### src/rtl/spi_slave_if.sv
// SPI responder for the 8-bit link: oversamples SCLK/CS_n/MOSI in the system clock domain,
// shifts bytes MSB-first in any SPI mode and hands them to a simple 8-bit bus.
module spi_slave_if #(
  parameter int unsigned mode       = 0,
  parameter logic [7:0]  DEFAULT_TX = 8'h00
) (
  input  logic       clock,
  input  logic       reset,
  input  logic       spi_sclk,
  input  logic       spi_cs_n,
  input  logic       spi_mosi,
  output logic       spi_miso,
  output logic       spi_miso_oe,
  input  logic [7:0] tx_data,
  input  logic       tx_load,
  output logic       tx_ready,
  output logic [7:0] rx_data,
  output logic       rx_valid,
  output logic       tx_underrun,
  output logic       busy
);

  localparam logic Cpol = (mode == 2) || (mode == 3);
  localparam logic Cpha = (mode == 1) || (mode == 3);

  typedef enum logic {StIdle, StActive} state_e;

  state_e      state_q, state_d;
  logic [2:0]  sclk_q, sclk_d;
  logic [2:0]  cs_q, cs_d;
  logic [1:0]  mosi_q, mosi_d;
  logic [2:0]  bit_cnt_q, bit_cnt_d;
  logic [7:0]  rx_shift_q, rx_shift_d;
  logic [7:0]  tx_shift_q, tx_shift_d;
  logic [7:0]  hold_q, hold_d;
  logic [7:0]  rx_data_q, rx_data_d;
  logic        tx_ready_q, tx_ready_d;
  logic        rx_valid_q, rx_valid_d;
  logic        underrun_q, underrun_d;
  logic        miso_q, miso_d;
  logic        start_pend_q, start_pend_d;

  logic       sclk_rise, sclk_fall, lead_edge, trail_edge, sample_edge, shift_edge;
  logic       cs_fall, cs_rise, byte_start, tx_free;
  logic [7:0] next_byte;

  always_comb begin
    sclk_d       = {sclk_q[1:0], spi_sclk};
    cs_d         = {cs_q[1:0], spi_cs_n};
    mosi_d       = {mosi_q[0], spi_mosi};
    state_d      = state_q;
    bit_cnt_d    = bit_cnt_q;
    rx_shift_d   = rx_shift_q;
    tx_shift_d   = tx_shift_q;
    hold_d       = hold_q;
    rx_data_d    = rx_data_q;
    tx_ready_d   = tx_ready_q;
    rx_valid_d   = 1'b0;
    underrun_d   = 1'b0;
    miso_d       = miso_q;
    start_pend_d = 1'b0;
    byte_start   = 1'b0;
    next_byte    = DEFAULT_TX;
    tx_free      = tx_ready_q;

    sclk_rise   = sclk_q[1] & ~sclk_q[2];
    sclk_fall   = ~sclk_q[1] & sclk_q[2];
    lead_edge   = Cpol ? sclk_fall : sclk_rise;
    trail_edge  = Cpol ? sclk_rise : sclk_fall;
    sample_edge = Cpha ? trail_edge : lead_edge;
    shift_edge  = Cpha ? lead_edge : trail_edge;
    cs_fall     = ~cs_q[1] & cs_q[2];
    cs_rise     = cs_q[1] & ~cs_q[2];

    unique case (state_q)
      StIdle: begin
        if (cs_fall) begin
          state_d    = StActive;
          bit_cnt_d  = 3'd7;
          rx_shift_d = 8'h00;
          byte_start = 1'b1;
        end
      end
      StActive: begin
        if (sample_edge) begin
          rx_shift_d = {rx_shift_q[6:0], mosi_q[1]};
          if (bit_cnt_q == 3'd0) begin
            rx_data_d    = {rx_shift_q[6:0], mosi_q[1]};
            rx_valid_d   = 1'b1;
            bit_cnt_d    = 3'd7;
            start_pend_d = ~cs_rise;
          end else begin
            bit_cnt_d = bit_cnt_q - 3'd1;
          end
        end
        // In CPHA=0 the trailing edge after the 8th sample must not disturb the
        // bit 7 already presented by the following byte start.
        if (shift_edge && (Cpha || (bit_cnt_q != 3'd7))) begin
          miso_d     = tx_shift_q[7];
          tx_shift_d = {tx_shift_q[6:0], 1'b0};
        end
        byte_start = start_pend_q & ~cs_rise;
        if (cs_rise) begin
          state_d      = StIdle;
          bit_cnt_d    = 3'd7;
          rx_shift_d   = 8'h00;
          tx_shift_d   = 8'h00;
          miso_d       = 1'b0;
          start_pend_d = 1'b0;
        end
      end
      default: state_d = StIdle;
    endcase

    if (byte_start) begin
      if (!tx_ready_q) begin
        next_byte  = hold_q;
        tx_ready_d = 1'b1;
      end else begin
        underrun_d = 1'b1;
      end
      if (Cpha) begin
        tx_shift_d = next_byte;
      end else begin
        miso_d     = next_byte[7];
        tx_shift_d = {next_byte[6:0], 1'b0};
      end
      tx_free = 1'b1;
    end

    // A byte start empties the holding register before a same-cycle load is considered.
    if (tx_load && tx_free) begin
      hold_d     = tx_data;
      tx_ready_d = 1'b0;
    end
  end

  always_ff @(posedge clock or negedge reset) begin
    if (!reset) begin
      state_q      <= StIdle;
      sclk_q       <= {3{Cpol}};
      cs_q         <= 3'b111;
      mosi_q       <= 2'b00;
      bit_cnt_q    <= 3'd7;
      rx_shift_q   <= 8'h00;
      tx_shift_q   <= 8'h00;
      hold_q       <= 8'h00;
      rx_data_q    <= 8'h00;
      tx_ready_q   <= 1'b1;
      rx_valid_q   <= 1'b0;
      underrun_q   <= 1'b0;
      miso_q       <= 1'b0;
      start_pend_q <= 1'b0;
    end else begin
      state_q      <= state_d;
      sclk_q       <= sclk_d;
      cs_q         <= cs_d;
      mosi_q       <= mosi_d;
      bit_cnt_q    <= bit_cnt_d;
      rx_shift_q   <= rx_shift_d;
      tx_shift_q   <= tx_shift_d;
      hold_q       <= hold_d;
      rx_data_q    <= rx_data_d;
      tx_ready_q   <= tx_ready_d;
      rx_valid_q   <= rx_valid_d;
      underrun_q   <= underrun_d;
      miso_q       <= miso_d;
      start_pend_q <= start_pend_d;
    end
  end

  assign spi_miso    = miso_q;
  assign busy        = (state_q == StActive);
  assign spi_miso_oe = busy;
  assign tx_ready    = tx_ready_q;
  assign rx_data     = rx_data_q;
  assign rx_valid    = rx_valid_q;
  assign tx_underrun = underrun_q;

endmodule

### config.mk
export PLATFORM = sky130hd
export DESIGN_NAME = spi_slave_if
export DESIGN_NICKNAME = d
export VERILOG_FILES = /design/src/rtl/spi_slave_if.sv
export SDC_FILE = /design/constraint.sdc
export NUM_CORES = 1
export LEC_CHECK = 0
export BUFFER_PORTS_ARGS = -buffer_cell sky130_fd_sc_hd__buf_2
export CAP_MARGIN = 20
export CORE_AREA = 2 2 68 64
export DETAILED_ROUTE_END_ITERATION = 12
export DIE_AREA = 0 0 70 66
export HOLD_SLACK_MARGIN = 0.15
export PLACE_DENSITY_LB_ADDON = 0.2
export SLEW_MARGIN = 30
export SYNTH_ARGS = -nofsm -noshare
export SYNTH_HDL_FRONTEND = slang
export SYNTH_SLANG_ARGS = --single-unit
### constraint.sdc
create_clock -name clock -period 1.8 [get_ports clock]
set_input_delay 0.18 -clock clock [delete_from_list [all_inputs] [get_ports clock]]
set_output_delay 0.18 -clock clock [all_outputs]
set_load 0.005 [all_outputs]
==> impl_metrics.yaml <==
die:
  core_area_sq_mm: 0.003909
  io_pins: 28
  num_rows: 22
  die-area_sq_mm: 0.004620
  die_x_um: 70
  die_y_um: 66
  start_util_pct: 48.59
yosys:
  synth_area_per_cell_sq_um: 13.97
  synth_edf_count: 0
  ys_types: 31
  synth_commonest_cells: "dfrtp_1, mux2_2, o21a_1"
  ys_warn_count: 0
  synth_seq_cells: 47
  syn_area_sq_mm: 0.001899
  yosysSeqAreaShare_pct: 62.38
  yosysMostFrequentCell: "dfrtp_1"
  netlist_top_cells_area: "dfrtp_1, dfstp_2, mux2_2"
  synth_flop_cell: "dfrtp_1"
  synth_top_area_share_pct: 52.70
  synth_area_leader_cell: "dfrtp_1"
  netlist_instances: 136
  ys_async_sr_fraction_pct: 100.0
  synth_fp_nets: 153
global_routing:
  grt_pass1_wl_um: 6299
  grt_max_degree: 48
  track_usage_pct: 17.77
  antenna_found_initial: 0
  grt_pass1_vias: 1309
  grt.overflow.total: 0
min_path:
  min_path_cells: 0
  hold_end: "mosi_q[1]"
  hp-start: "mosi_q[0]"
  hp-class: "reg2reg"
routing:
  met2_length_um: 1743
  top_layer_used: "met4"
  drc: 0
  postRouteAntennaNets: 0
  route.vias.total: 1255
  dr.first_iter.drc_count: 118
  wirelength_um: 3615
  met1Wirelength_um: 1699
  viasPerCell: 5.386
  wl_met3_um: 121
  wire_per_inst_um: 15.52
  dr.pass1.iters: 4
setup_path:
  worst_ep_required_time_ps: 1990
  critPathKind: "reg2reg"
  path_cells: "inv_1 > ha_1 > nor2b_1 > nand3_2 > buf_12 > mux2_2"
  regToRegStartpoint: "bit_cnt_q[0]"
  arrival_ps: 1880
  rr_worst_depth: 6
  regToRegSetupSlack_ps: 100
  slowest_delay_ps: 540
  critPathCaptureType: "register"
  crit_slowest_cell: "dfstp_2"
  cp-start-kind: "register"
  critPathMaxFanout: 9
  timing.rr.end: "rx_data[0]"
clocking:
  clock-sinks: 47
  cts_buffers: 5
  cts_buffer_depth: 2
  h-tree-depth: 2
  tritoncts: "built"
  cts-root-buf: "clkbuf_8"
  post_cts_buffers: 0
  clk_latency_ps: 300
  path_clk_slew_ps: 90
placement:
  place_hpwl_um: 2494
  gp_congestion: 0.7612
  io_buffers: 27
sta:
  slew_headroom_pct: 62.21
  min_period_over_period_pct: 94.29
  finalSetupViolations: 0
  finalHoldViolCount: 0
  max_freq_ghz: 0.5892
  fin_setup_tns_ps: 0
  grt_setup_unrepaired: "no"
  fin_crit_ps: 1697
  worstMarginPinSlew_ps: 566.9
  drv_slew: 0
  skew_ps: 6.315
power_and_ir_drop:
  pwr-share-clk_pct: 27.4
  intPower_uw: 1679
  leakage_uw: 0.001147
  switchingPower_uw: 597.6
  swShare_pct: 26.25
  peakVddDrop_mv: 0.9299
  p_comb_share_pct: 15.4
  power_density_mw_per_mm2: 968.2
  share_seq_of_total_power_pct: 57.2
outcome:
  status: "complete, no violations"
final_layout:
  drive_above_1_share_pct: 36.76
  n_fill_cell: 325
  diodes: 0
  areaGrowthSynthToFinish_pct: 23.78
  fin_util_pct: 60.15
  nets: 201
run:
  cap_violations: 0
## kinds of logic after synthesis
kind of cell | share of synthesized area (%)
adder cells (fa/ha/maj) | 2.504
AO/OA/AOI/OAI | 15.09
multiplexers | 10.01
AND/OR/NAND/NOR | 7.840
buffers and inverters | 2.173
flip-flops | 62.38
## cells in the final DEF (no fill, tap or decap), drive strengths merged
| cell | n |
|---|---|
| mux2i | 1 |
| nor2b | 3 |
| ha | 3 |
| o21ai | 2 |
| nand3 | 2 |
| clkinv | 2 |
| clkbuf | 6 |
| buf | 31 |
| a211oi | 1 |
| a21oi | 3 |
| nor3 | 1 |
| mux2 | 16 |
| nor2 | 5 |
| dfstp | 7 |
| nand4 | 1 |
| a22oi | 2 |
| nand3b | 1 |
| o32a | 7 |
| nand2 | 3 |
| dfrtp | 40 |
| and3 | 8 |
| nor3b | 1 |
| a22o | 7 |
| o21a | 9 |
| nand2b | 1 |
| dlygate4sd3 | 13 |
| maj3 | 1 |
| o31ai | 1 |
| inv | 6 |
| o2bb2ai | 1 |
## worst max-delay path: cells and delay by family (launching register included)
family | cells | cell delay (ps)
multiplexers | 1 | 330
buffers and inverters | 2 | 210
adder cells (fa/ha/maj) | 1 | 220
flip-flops | 1 | 540
AND/OR/NAND/NOR | 2 | 270
## worst max path at each step
stage | slack [ps] | depth (start not counted) | endpoint | startpoint
after global placement | 120 | 6 | rx_data[0] | bit_cnt_q[0]
final | 100 | 6 | rx_data[0] | bit_cnt_q[0]
after detailed placement | 70 | 6 | rx_data[0] | bit_cnt_q[0]
after floorplan | 150 | 5 | rx_data[0] | bit_cnt_q[0]
after CTS | 50 | 6 | rx_data[0] | bit_cnt_q[0]
after global routing | 7 | 4 | tx_shift_q[7] | cs_q[1]
## power by group through the flow
stage / registers [uW] / logic (uW) / clock network [uW]
2_1_floorplan: 1290 / 231 / 0
3_3_place_gp: 1310 / 309 / 0
3_5_place_dp: 1320 / 328 / 0
4_1_cts: 1300 / 351 / 650
5_1_grt: 1320 / 393 / 696
6_report: 1300 / 350 / 624
## registers in the layout, indices dropped and copies added (netlist names)
signal	cells
rx_shift_q	7
sclk_q	3
tx_underrun	1
start_pend_q	1
rx_valid	1
mosi_q	2
tx_shift_q	7
tx_ready	1
cs_q	3
hold_q	8
busy	1
rx_data	8
spi_miso	1
bit_cnt_q	3
## layer usage
metal  GRT usage (%)  up-vias
li1                -      593
met1           23.72      630
met2           29.05       26
met3           4.116        6
met4           5.769        0
met5               0        -
## cell type report
type	count	area [sq um]	share of cell area [%]
inverter	6	22.52	0.9580
sequential	47	1185	50.40
clock inverter	2	17.52	0.7451
multi-input combinational	80	685.7	29.16
clock buffer	6	72.57	3.087
timing repair buffer	44	307.8	13.09
tap	48	60.06	2.555
## timing repair
item                                    CTS  global route
hold buffers                             13             0
hold endpoints to repair                 52             0
gates resized for setup                   0             2
endpoints found under the setup margin    0            15
## per-stage QoR
step | hold WS (ps) | worst slack, ps | std cells | power, uW | cell area (sq um)
3_3_place_gp | 285.7 | 115.2 | 212 | 1615 | 2118
5_1_grt | 376.2 | 7.040 | 233 | 2406 | 2351
3_5_place_dp | 288.6 | 70.45 | 212 | 1648 | 2118
4_1_cts | 358.8 | 50.44 | 233 | 2301 | 2338
6_report | 356.7 | 102.8 | 233 | 2276 | 2351
2_1_floorplan | -115.6 | 150.7 | 136 | 1522 | 1899
No activity file was read; power rests on OpenSTA's default activity.
